`config.mk`:
```
export PLATFORM = sky130hd
export DESIGN_NAME = kb_multi_key
export DESIGN_NICKNAME = d
export VERILOG_FILES = /design/src/rtl/kb_multi_key.sv
export SDC_FILE = /design/constraint.sdc
export NUM_CORES = 1
export LEC_CHECK = 0
export CORE_MARGIN = 8
export CORE_UTILIZATION = 35
export DETAILED_ROUTE_END_ITERATION = 10
export GPL_TIMING_DRIVEN = 0
export PLACE_DENSITY = 0.89
export SYNTH_ARGS = -nofsm -noshare
export SYNTH_HDL_FRONTEND = slang
export SYNTH_SLANG_ARGS = --single-unit
```
`constraint.sdc`:
```
create_clock -name clk -period 1.8 [get_ports clk]
set_input_delay 0.54 -clock clk [delete_from_list [all_inputs] [get_ports clk]]
set_output_delay 0.54 -clock clk [all_outputs]
set_load 0.01 [all_outputs]
```
`src/rtl/kb_multi_key.sv`:
```
// PS/2 set-2 multi-key tracker: decodes make/break sequences and keeps held/press/release state per key.
// Optional typematic repeat pulses are built only when KB_TYPEMATIC_EN is defined.
module kb_multi_key #(
  parameter int NUM_KEYS = 4
) (
  input  logic                    clk,
  input  logic                    reset_n,
  input  logic                    scan_done_tick,
  input  logic [7:0]              scan_code,
  input  logic [9*NUM_KEYS-1:0]   key_codes,
  input  logic                    clear,
  output logic [NUM_KEYS-1:0]     key_held,
  output logic [NUM_KEYS-1:0]     key_press,
  output logic [NUM_KEYS-1:0]     key_release,
  output logic [NUM_KEYS-1:0]     key_repeat,
  output logic                    any_held
);

  typedef enum logic [1:0] {
    ST_IDLE    = 2'd0,
    ST_EXT     = 2'd1,
    ST_BRK     = 2'd2,
    ST_EXT_BRK = 2'd3
  } state_t;

  localparam logic [7:0] CODE_EXT = 8'hE0;
  localparam logic [7:0] CODE_BRK = 8'hF0;

  state_t                state_r, state_s;
  logic                  make_s, brk_s, ext_s;
  logic [NUM_KEYS-1:0]   match_s;
  logic [NUM_KEYS-1:0]   held_r, held_s;
  logic [NUM_KEYS-1:0]   press_r, press_s;
  logic [NUM_KEYS-1:0]   release_r, release_s;
  logic                  any_held_r;
`ifdef KB_TYPEMATIC_EN
  logic [NUM_KEYS-1:0]   repeat_r, repeat_s;
`endif

  // Parser next state and decoded event for the current byte
  always_comb begin
    state_s = state_r;
    make_s  = 1'b0;
    brk_s   = 1'b0;
    ext_s   = 1'b0;
    if (scan_done_tick) begin
      case (state_r)
        ST_IDLE: begin
          if (scan_code == CODE_EXT) begin
            state_s = ST_EXT;
          end else if (scan_code == CODE_BRK) begin
            state_s = ST_BRK;
          end else begin
            make_s = 1'b1;
          end
        end
        ST_EXT: begin
          if (scan_code == CODE_BRK) begin
            state_s = ST_EXT_BRK;
          end else if (scan_code == CODE_EXT) begin
            state_s = ST_EXT;
          end else begin
            make_s  = 1'b1;
            ext_s   = 1'b1;
            state_s = ST_IDLE;
          end
        end
        ST_BRK: begin
          if ((scan_code == CODE_EXT) || (scan_code == CODE_BRK)) begin
            state_s = ST_BRK;
          end else begin
            brk_s   = 1'b1;
            state_s = ST_IDLE;
          end
        end
        ST_EXT_BRK: begin
          if ((scan_code == CODE_EXT) || (scan_code == CODE_BRK)) begin
            state_s = ST_EXT_BRK;
          end else begin
            brk_s   = 1'b1;
            ext_s   = 1'b1;
            state_s = ST_IDLE;
          end
        end
        default: begin
          state_s = ST_IDLE;
        end
      endcase
    end else begin
      state_s = state_r;
    end
    if (clear) begin
      state_s = ST_IDLE;
    end else begin
      state_s = state_s;
    end
  end

  // Compare the decoded {ext, code} against every key slice; duplicates all match
  always_comb begin
    match_s = {NUM_KEYS{1'b0}};
    for (int i = 0; i < NUM_KEYS; i++) begin
      match_s[i] = ({ext_s, scan_code} == key_codes[9*i +: 9]);
    end
  end

  // Per-key held/pulse update; clear wins over any simultaneous event
  always_comb begin
    held_s    = held_r;
    press_s   = {NUM_KEYS{1'b0}};
    release_s = {NUM_KEYS{1'b0}};
`ifdef KB_TYPEMATIC_EN
    repeat_s  = {NUM_KEYS{1'b0}};
`endif
    if (clear) begin
      held_s = {NUM_KEYS{1'b0}};
    end else begin
      for (int i = 0; i < NUM_KEYS; i++) begin
        if (match_s[i] && make_s) begin
          if (!held_r[i]) begin
            held_s[i]  = 1'b1;
            press_s[i] = 1'b1;
          end else begin
`ifdef KB_TYPEMATIC_EN
            repeat_s[i] = 1'b1;
`endif
          end
        end else if (match_s[i] && brk_s && held_r[i]) begin
          held_s[i]    = 1'b0;
          release_s[i] = 1'b1;
        end else begin
          held_s[i] = held_r[i];
        end
      end
    end
  end

  // State and output registers
  always_ff @(posedge clk or negedge reset_n) begin
    if (!reset_n) begin
      state_r    <= ST_IDLE;
      held_r     <= {NUM_KEYS{1'b0}};
      press_r    <= {NUM_KEYS{1'b0}};
      release_r  <= {NUM_KEYS{1'b0}};
      any_held_r <= 1'b0;
    end else begin
      state_r    <= state_s;
      held_r     <= held_s;
      press_r    <= press_s;
      release_r  <= release_s;
      any_held_r <= |held_s;
    end
  end

`ifdef KB_TYPEMATIC_EN
  // Typematic repeat pulse register
  always_ff @(posedge clk or negedge reset_n) begin
    if (!reset_n) begin
      repeat_r <= {NUM_KEYS{1'b0}};
    end else begin
      repeat_r <= repeat_s;
    end
  end
  assign key_repeat = repeat_r;
`else
  assign key_repeat = {NUM_KEYS{1'b0}};
`endif

  assign key_held    = held_r;
  assign key_press   = press_r;
  assign key_release = release_r;
  assign any_held    = any_held_r;

endmodule

```
After elaboration in Yosys (flattened, before gate mapping). Cells that the tools add are included.

Bits in registers: 15. Latch bits: 0. Memory bits (writable): 0. ROM bits: 0. Input port bits: 48. Output and inout port bits: 17. Memories: 0.

Add/subtract/negate cells: 0. Multiply operators: 0. Divide/modulo/power cells: 0. Magnitude comparators: 0. Equal/unequal tests: 10. Shift-type cells: 0. Muxes and demuxes: 47. Bitwise gates (word level): 0. Reduce and logical (&&, ||, !) cells: 18.

Operator list (number): 9-bit == test (4); 1-bit two-way mux (34); 8-bit == test (second input constant) (2); 2-bit two-way mux (7); 1-bit logical AND (12); 4-bit two-way mux (3); 2-bit case mux with 4 select lines (1); 2-bit == test (second input constant) (2); 4-bit != test (second input constant) (1); 1-bit case mux with 2 select lines (2); 4-bit OR reduction (1); 2-bit by 1-bit == test with 1-bit output (second input constant) (1); 2-bit zero test (1); 2-bit AND reduction (1); 2-bit nonzero test (1); 2-bit OR reduction (1); 1-bit logical OR (1).

Logic depth before layout (Yosys ltp). Gate-level depths: netlist (run 1).

Depth after elaboration: 12. Gate-level depth with buffers: 7.

Worst setup path before layout (run 1). No wires, ideal clock.

Path type: input port to flip-flop. Start point: input scan_code[2]. End point: register any_held_r (netlist: any_held). Library setup time: 124 ps. Data arrival time: 2033 ps. Required time: 1676 ps. Setup slack: -357 ps. Stages on the path: 7. Cells stage by stage: buf_2 or4_4 o21ai_2 or2_2 nor2_2 a32o_1 a211o_1.

Longest elaborated chain between the ends: 12.

Ends and longest elaborated chain: start, declared (RTL line 9) `input logic [7:0] scan_code,`; 8-bit == test (on tied branches); 1-bit two-way mux or 1-bit logical OR (tied branches) (RTL line 60, 69, 77); 1-bit two-way mux (on tied branches) (RTL line 58, 69, 77); 1-bit case mux with 2 select lines (RTL line 47) `case (state_r)`; 1-bit two-way mux (RTL line 46) `if (scan_done_tick) begin`; 9-bit == test (RTL line 103) `match_s[i] = ({ext_s, scan_code} == key_codes[9*i +: 9]);`; 1-bit logical AND (2 in series) (RTL line 128) `end else if (match_s[i] && brk_s && held_r[i]) begin`; 1-bit two-way mux (RTL line 128); 1-bit two-way mux * (RTL line 119) `if (match_s[i] && make_s) begin`; 4-bit two-way mux * (RTL line 115) `if (clear) begin`; named net held_s[3] (RTL line 32) `logic [NUM_KEYS-1:0] held_r, held_s;`; 4-bit OR reduction * (RTL line 151) `any_held_r <= |held_s;`; end signal, assigned (RTL line 151); end, declared (RTL line 35) `logic any_held_r;`.

The timed path passes the listed nets; every way through them passes the cells marked *. A chain may end at the register's enable or synchronous reset.

Final worst setup path (run 1).
Start point: input key_codes[9]. End point: register any_held_r (netlist: any_held).

Longest elaborated chain between the ends: 7.

Ends and longest elaborated chain: start, declared (RTL line 10) `input logic [9*NUM_KEYS-1:0] key_codes,`; 9-bit == test * (RTL line 103); 1-bit logical AND (2 in series) (RTL line 128); 1-bit two-way mux (RTL line 128); 1-bit two-way mux * (RTL line 119); 4-bit two-way mux * (RTL line 115); 4-bit OR reduction * (RTL line 151).

Every way passes the cells marked *; elsewhere a longest branch is shown, timed or not.

==> results of run 1 <==
==> final cells by class <==
cell class	instances	area, sq um
tap	46	57.6
buffer	12	108
timing repair buffer	63	591
fill	330	1300
clock buffer	4	26.3
inverter	3	11.3
sequential	15	375
multi-input combinational	104	793
==> metal layers <==
| metal | GRT usage, % | up-vias | wire length, um |
|---|---|---|---|
| met4 | 2.88 | 0 | 46 |
| li1 | - | 577 | - |
| met2 | 26.1 | 61 | 1890 |
| met3 | 5.46 | 5 | 411 |
| met1 | 12.9 | 555 | 1300 |
| met5 | 0 | - | 0 |
==> power by group through the flow <==
stage | registers [mW] | logic [mW] | clock network, mW
2_1_floorplan | 0.347 | 0.126 | 0
3_3_place_gp | 0.347 | 0.244 | 0
3_5_place_dp | 0.347 | 0.250 | 0
4_1_cts | 0.341 | 0.256 | 0.190
5_1_grt | 0.341 | 0.287 | 0.205
6_report | 0.341 | 0.266 | 0.188
==> cell usage after synthesis (2+ instances only) <==
cell      number  area [sq um]
or2_2          3          18.8
nor2_2         2          12.5
and2_1         2          12.5
and3_1         3          18.8
nor4_1         2          12.5
a32o_1         2          20.0
xnor2_1       22           193
nand3_1        5          25.0
a211o_1        2          17.5
buf_2          3          15.0
a21oi_1        4          20.0
a31o_2         2          17.5
xor2_1        12           105
inv_1          3          11.3
dfrtp_1       15           375
nand2_1       11          41.3
nor3_1         4          20.0
nor2_1        12          45.0
clkbuf_1       3          11.3
buf_6          2          22.5
nand4_1        5          31.3
buf_4          4          30.0
==> registers in the layout, summed over array words and instances (netlist names) <==
| register | flops |
|---|---|
| key_release | 4 |
| state_r | 2 |
| any_held | 1 |
| key_held | 4 |
| key_press | 4 |
==> critical path: stages <==
cell           delay [ns]
dlygate4sd2_1        0.24
xor2_1               0.13
nor4_1               0.37
and4_2               0.35
a31o_4               0.17
o2111ai_2            0.10
a211o_1              0.31
==> what timing repair did <==
action / CTS / global route
endpoints found under the setup margin: 8 / 9
gates resized for setup: 37 / 30
setup buffers: 9 / 2
pin swaps: 24 / 24
==> worst paths after layout <==
path                            cells past startpoint  slack (ns)           end
worst max-delay path                                7       -0.24      any_held
worst min-delay path                                1        0.47  key_press[3]
worst max register to register                      6       -0.07      any_held
worst min register to register                      1        0.47  key_press[3]
max in group asynchronous                           1        0.75   key_held[0]
min in group asynchronous                           1        0.64  key_press[2]
==> metrics by stage <==
step	cells	util, %	hold slack, ns
detailed placement	232	54.0	0.454
CTS	245	57.9	0.464
floorplan	134	-	0.244
global placement	232	54.0	0.451
global route	247	60.2	0.512
finish	247	60.2	0.468
==> cells by family (layout without fill, tap and decap cells) <==
kind of cell / after synthesis / after routing / synth area share [%]
AOI/OAI and AO/OA: 15 / 15 / 11.7
xor gates and xnor gates: 34 / 34 / 25.7
buffers and inverters: 15 / 82 / 7.77
DFF: 15 / 15 / 32.4
other: 1 / 4 / 0.323
and+or+nand+nor: 51 / 51 / 22.2
==> flow_metrics.env, run 1 <==
export IMPL_gp_congestion=0.851
export IMPL_drt_pass1_iterations=4
export IMPL_clock_skew_ns=0.000507
export IMPL_tns_ns=-0.239
export IMPL_setup_viol=1
export IMPL_cts_hold_buf=0
export IMPL_synth_warnings=0
export IMPL_intPower_mw=0.578
export IMPL_slew_headroom_pct=57.8
export IMPL_cts_path_max_buffers=2
export IMPL_setup_ws_ns=-0.239
export IMPL_synth_cell_type_count=30
export IMPL_drive_gt1_share_pct=24.9
export IMPL_critPathArrivalTime_ns=2.21
export IMPL_coreArea_sq_um=3260
export IMPL_synth_avg_cell_area_sq_um=8.85
export IMPL_cts_sinks=15
export IMPL_fin_nets=250
export IMPL_period_minus_slack_ns=2.04
export IMPL_via_per_inst=4.85
export IMPL_io_buffers=52
export IMPL_area_growth_pct=69.1
export IMPL_finalMaxSlewViolations=0
export IMPL_drt_total_wl_um=3650
export IMPL_initial_core_util_pct=35.6
export IMPL_dpl_hpwl_um=2900
export IMPL_design_area_sq_um=1960
export IMPL_power_frac_seq_pct=42.8
export IMPL_layout_commonest_cell="clkdlybuf4s50_1"
export IMPL_synth_cells=131
export IMPL_cts_buffers=3
export IMPL_fmax_ghz=0.490
export IMPL_status="finished with violations"
export IMPL_drt_iter0_markers=46
export IMPL_critPathCaptureType="register"
export IMPL_synth_ff_type="dfrtp_1"
export IMPL_wl_per_cell_um=14.8
export IMPL_drc=0
export IMPL_max_slew_worst_pin_slew_ns=0.631
export IMPL_path_max_fanout=2
export IMPL_cp_startpoint="key_codes[9]"
export IMPL_worstSetupPathType="in -> reg"
export IMPL_ys_ff_latch=15
export IMPL_grtUsageTotal_pct=13.5
export IMPL_async_reset_ff_share_pct=100
export IMPL_peakVddDrop_v=0.000179
export IMPL_cts_tree="yes"
export IMPL_start_kind="input port"
export IMPL_die_h_um=73.6
export IMPL_clk_latency_ns=0.28
export IMPL_p_sw_share_pct=27.4
export IMPL_die_area_sq_um=5410
export IMPL_pin_count=65
export IMPL_layout_common_cells="29 x clkdlybuf4s50_1, 21 x xnor2_1, 16 x buf_4"
export IMPL_rr_startpoint="state_r[0]"
export IMPL_switching_power_mw=0.218
export IMPL_rsz0062_at_grt="true"
export IMPL_hold_viol=0
export IMPL_finalPower_mw=0.796
export IMPL_pre_cts_ws_ns=-0.790
export IMPL_antenna_cells=0
export IMPL_p_clk_share_pct=23.7
export IMPL_clkTransAtPathRegs_ns=0.08
export IMPL_cp_data_required_time_ns=1.97
export IMPL_netlist_area_sq_um=1160
export IMPL_max_cap_viol_count=0
export IMPL_cts_root_buf="clkbuf_4"
export IMPL_grt_max_degree=16
export IMPL_htreeDepth=1
export IMPL_gr_total_overflow=0
export IMPL_yosysSeqAreaShare_pct=32.4
export IMPL_ant_nets=0
export IMPL_hold_class="reg -> reg"
export IMPL_p_per_area_nw_per_um2=405
export IMPL_antenna_found_initial=0
export IMPL_min_delay_start="key_held[3]"
export IMPL_vias=1198
export IMPL_violations="setup timing"
export IMPL_synth_edf_count=0
export IMPL_grt_pass1_wl_um=5870
export IMPL_die_x_um=73.6
export IMPL_post_route_period_util_pct=113
export IMPL_rows=21
export IMPL_combPwrFrac_pct=33.5
export IMPL_grt_pass1_vias=1327
export IMPL_dpl_instance_area_sq_um=1760
export IMPL_power_leakage_nw=0.889
(Power assumes the default switching activity.)
==> run 2: changes to the inputs <==
--- a/config.mk
+++ b/config.mk
@@ -6,10 +6,10 @@
 export NUM_CORES = 1
 export LEC_CHECK = 0
 export CORE_MARGIN = 8
-export CORE_UTILIZATION = 35
+export CORE_UTILIZATION = 38
 export DETAILED_ROUTE_END_ITERATION = 10
 export GPL_TIMING_DRIVEN = 0
-export PLACE_DENSITY = 0.89
+export PLACE_DENSITY = 0.92
 export SYNTH_ARGS = -nofsm -noshare
 export SYNTH_HDL_FRONTEND = slang
 export SYNTH_SLANG_ARGS = --single-unit
==> constraint.sdc (replaced) <==
create_clock -name clk -period 2.1 [get_ports clk]
set_input_delay 0.63 -clock clk [delete_from_list [all_inputs] [get_ports clk]]
set_output_delay 0.63 -clock clk [all_outputs]
set_load 0.01 [all_outputs]
==> flow_metrics.env, run 2 (synthesis gave the netlist of run 1 again) <==
export IMPL_status="finished with violations"
export IMPL_violations="setup timing"
export IMPL_die_h_um=71.2
export IMPL_wl_met1_um=1280
export IMPL_initial_core_util_pct=38.9
export IMPL_worstSetupPathType="in -> reg"
export IMPL_min_delay_start="key_held[3]"
export IMPL_top_layer_used="met4"
export IMPL_rrSetupSlack_ns=0.25
export IMPL_clock_skew_ns=0.00493
export IMPL_area_growth_pct=66.2
export IMPL_cts_hold_buf=0
export IMPL_min_path_cells=1
export IMPL_antenna_cells=0
export IMPL_finalMaxSlewViolations=0
export IMPL_cp_data_required_time_ns=2.31
export IMPL_coreArea_sq_um=2980
export IMPL_critPathArrivalTime_ns=2.32
export IMPL_fin_cells=232
export IMPL_path_max_fanout=5
export IMPL_dp_cells=219
export IMPL_cts_root_buf="clkbuf_4"
export IMPL_final_core_util_pct=64.7
export IMPL_hold_class="reg -> reg"
export IMPL_max_slew_worst_pin_slew_ns=0.631
export IMPL_start_kind="input port"
export IMPL_crit_path_cell_trace="buf_12 > or4_4 > nor2_4 > nor2_1 > a31o_4 > buf_4 > buf_4 > o21a_1 > nor2_1"
export IMPL_wl_per_cell_um=15.5
export IMPL_wl_met3_um=375
export IMPL_met2WireLength_um=1890
export IMPL_io_buffers=52
export IMPL_grtUsageTotal_pct=13.4
export IMPL_htreeDepth=1
export IMPL_dpl_hpwl_um=2730
export IMPL_pin_count=65
export IMPL_grt_pass1_vias=1278
export IMPL_grt_pass1_wl_um=5630
export IMPL_via_per_inst=5.24
export IMPL_ant_nets=0
export IMPL_max_cap_viol_count=0
export IMPL_drive_gt1_share_pct=20.6
export IMPL_peakVddDrop_v=0.000197
export IMPL_hold_viol=0
export IMPL_die_x_um=71.2
export IMPL_layout_commonest_cell="clkdlybuf4s50_1"
export IMPL_slowest_stage="or4_4"
export IMPL_power_leakage_nw=0.860
export IMPL_drt_pass1_iterations=4
export IMPL_cts_tree="yes"
export IMPL_rr_startpoint="state_r[0]"
export IMPL_vias=1215
export IMPL_drc=0
export IMPL_post_route_period_util_pct=100
export IMPL_rr_endpoint="any_held"
export IMPL_clkTransAtPathRegs_ns=0.08
export IMPL_tns_ns=-0.00921
export IMPL_cts_path_max_buffers=2
export IMPL_slowest_delay_ns=0.57
export IMPL_gr_total_overflow=0
export IMPL_drt_total_wl_um=3600
export IMPL_fin_nets=248
export IMPL_die_area_sq_um=5080
export IMPL_antenna_found_initial=0
export IMPL_rows=20
export IMPL_critPathCaptureType="register"
export IMPL_setup_viol=1
export IMPL_setup_ws_ns=-0.00921
export IMPL_layout_common_cells="35 x clkdlybuf4s50_1, 21 x xnor2_1, 15 x dfrtp_1"
export IMPL_reg2reg_depth=6
export IMPL_cts_sinks=15
export IMPL_p_per_area_nw_per_um2=348
export IMPL_drt_iter0_markers=42
export IMPL_slew_headroom_pct=57.8
export IMPL_cts_buffers=3
export IMPL_period_minus_slack_ns=2.11
export IMPL_gp_congestion=0.861
export IMPL_fmax_ghz=0.474
export IMPL_clk_latency_ns=0.27
export IMPL_grt_max_degree=16
export IMPL_hold_end="key_press[3]"
[run 2: changes by cell type in the layout (fill, tap and decap cells not counted), sizes merged]
| cell | before | now |
|---|---|---|
| dlygate4sd2 | 8 | 6 |
| clkdlybuf4s15 | 7 | 2 |
| clkdlybuf4s50 | 29 | 35 |
| clkbuf | 6 | 7 |
| buf | 24 | 19 |
| dlymetal6s2s | 5 | 8 |
[run 2: report_power, final]
part	switching [mW]	internal, mW
logic	0.0953	0.127
clock network	0.0838	0.0736
registers	0.00177	0.290
total	0.181	0.491
[run 2: through the flow]
step / area [sq um] / power, mW / hold slack, ns / worst slack [ns]
2_1_floorplan: 1170 / 0.404 / 0.334 / -0.0970
3_3_place_gp: 1740 / 0.503 / 0.466 / -0.585
3_5_place_dp: 1740 / 0.509 / 0.474 / -0.577
4_1_cts: 1780 / 0.655 / 0.487 / 0.00399
5_1_grt: 1930 / 0.705 / 0.513 / -0.0584
6_report: 1930 / 0.671 / 0.486 / -0.00921
[run 2: final cells by class]
cell class | count | area, sq um
fill | 252 | 1050
multi-input combinational | 104 | 781
timing repair buffer | 61 | 596
sequential | 15 | 375
buffer | 12 | 97.6
tap | 33 | 41.3
clock buffer | 4 | 26.3
inverter | 3 | 11.3
[run 2: critical path: cells and delay by family]
kind	cells	cell delay (ns)
buf+inv	3	0.37
simple gates	4	0.95
compound gates	2	0.37
[run 2: worst max path at each step]
stage	startpoint	end	slack (ns)	cells after the start
after floorplan	scan_code[1]	any_held	-0.1	7
after global placement	scan_done_tick	any_held	-0.58	7
after detailed placement	scan_done_tick	any_held	-0.58	7
after CTS	scan_code[6]	any_held	0.004	7
after global routing	scan_code[3]	key_held[1]	-0.06	9
final	scan_code[2]	key_held[1]	-0.009	9
[run 2: routing by layer]
metal  vias to the layer above  GRT usage [%]
met4                         0           3.00
met3                        10           5.02
met2                        74           25.1
met5                         -              0
met1                       561           13.6
li1                        570              -
[run 2: timing repair]
| item | CTS | global route |
|---|---|---|
| endpoints found under the setup margin | 1 | 2 |
| buffers inserted | 3 | 6 |
| gates resized for setup | 12 | 33 |
| pin swaps | 10 | 18 |
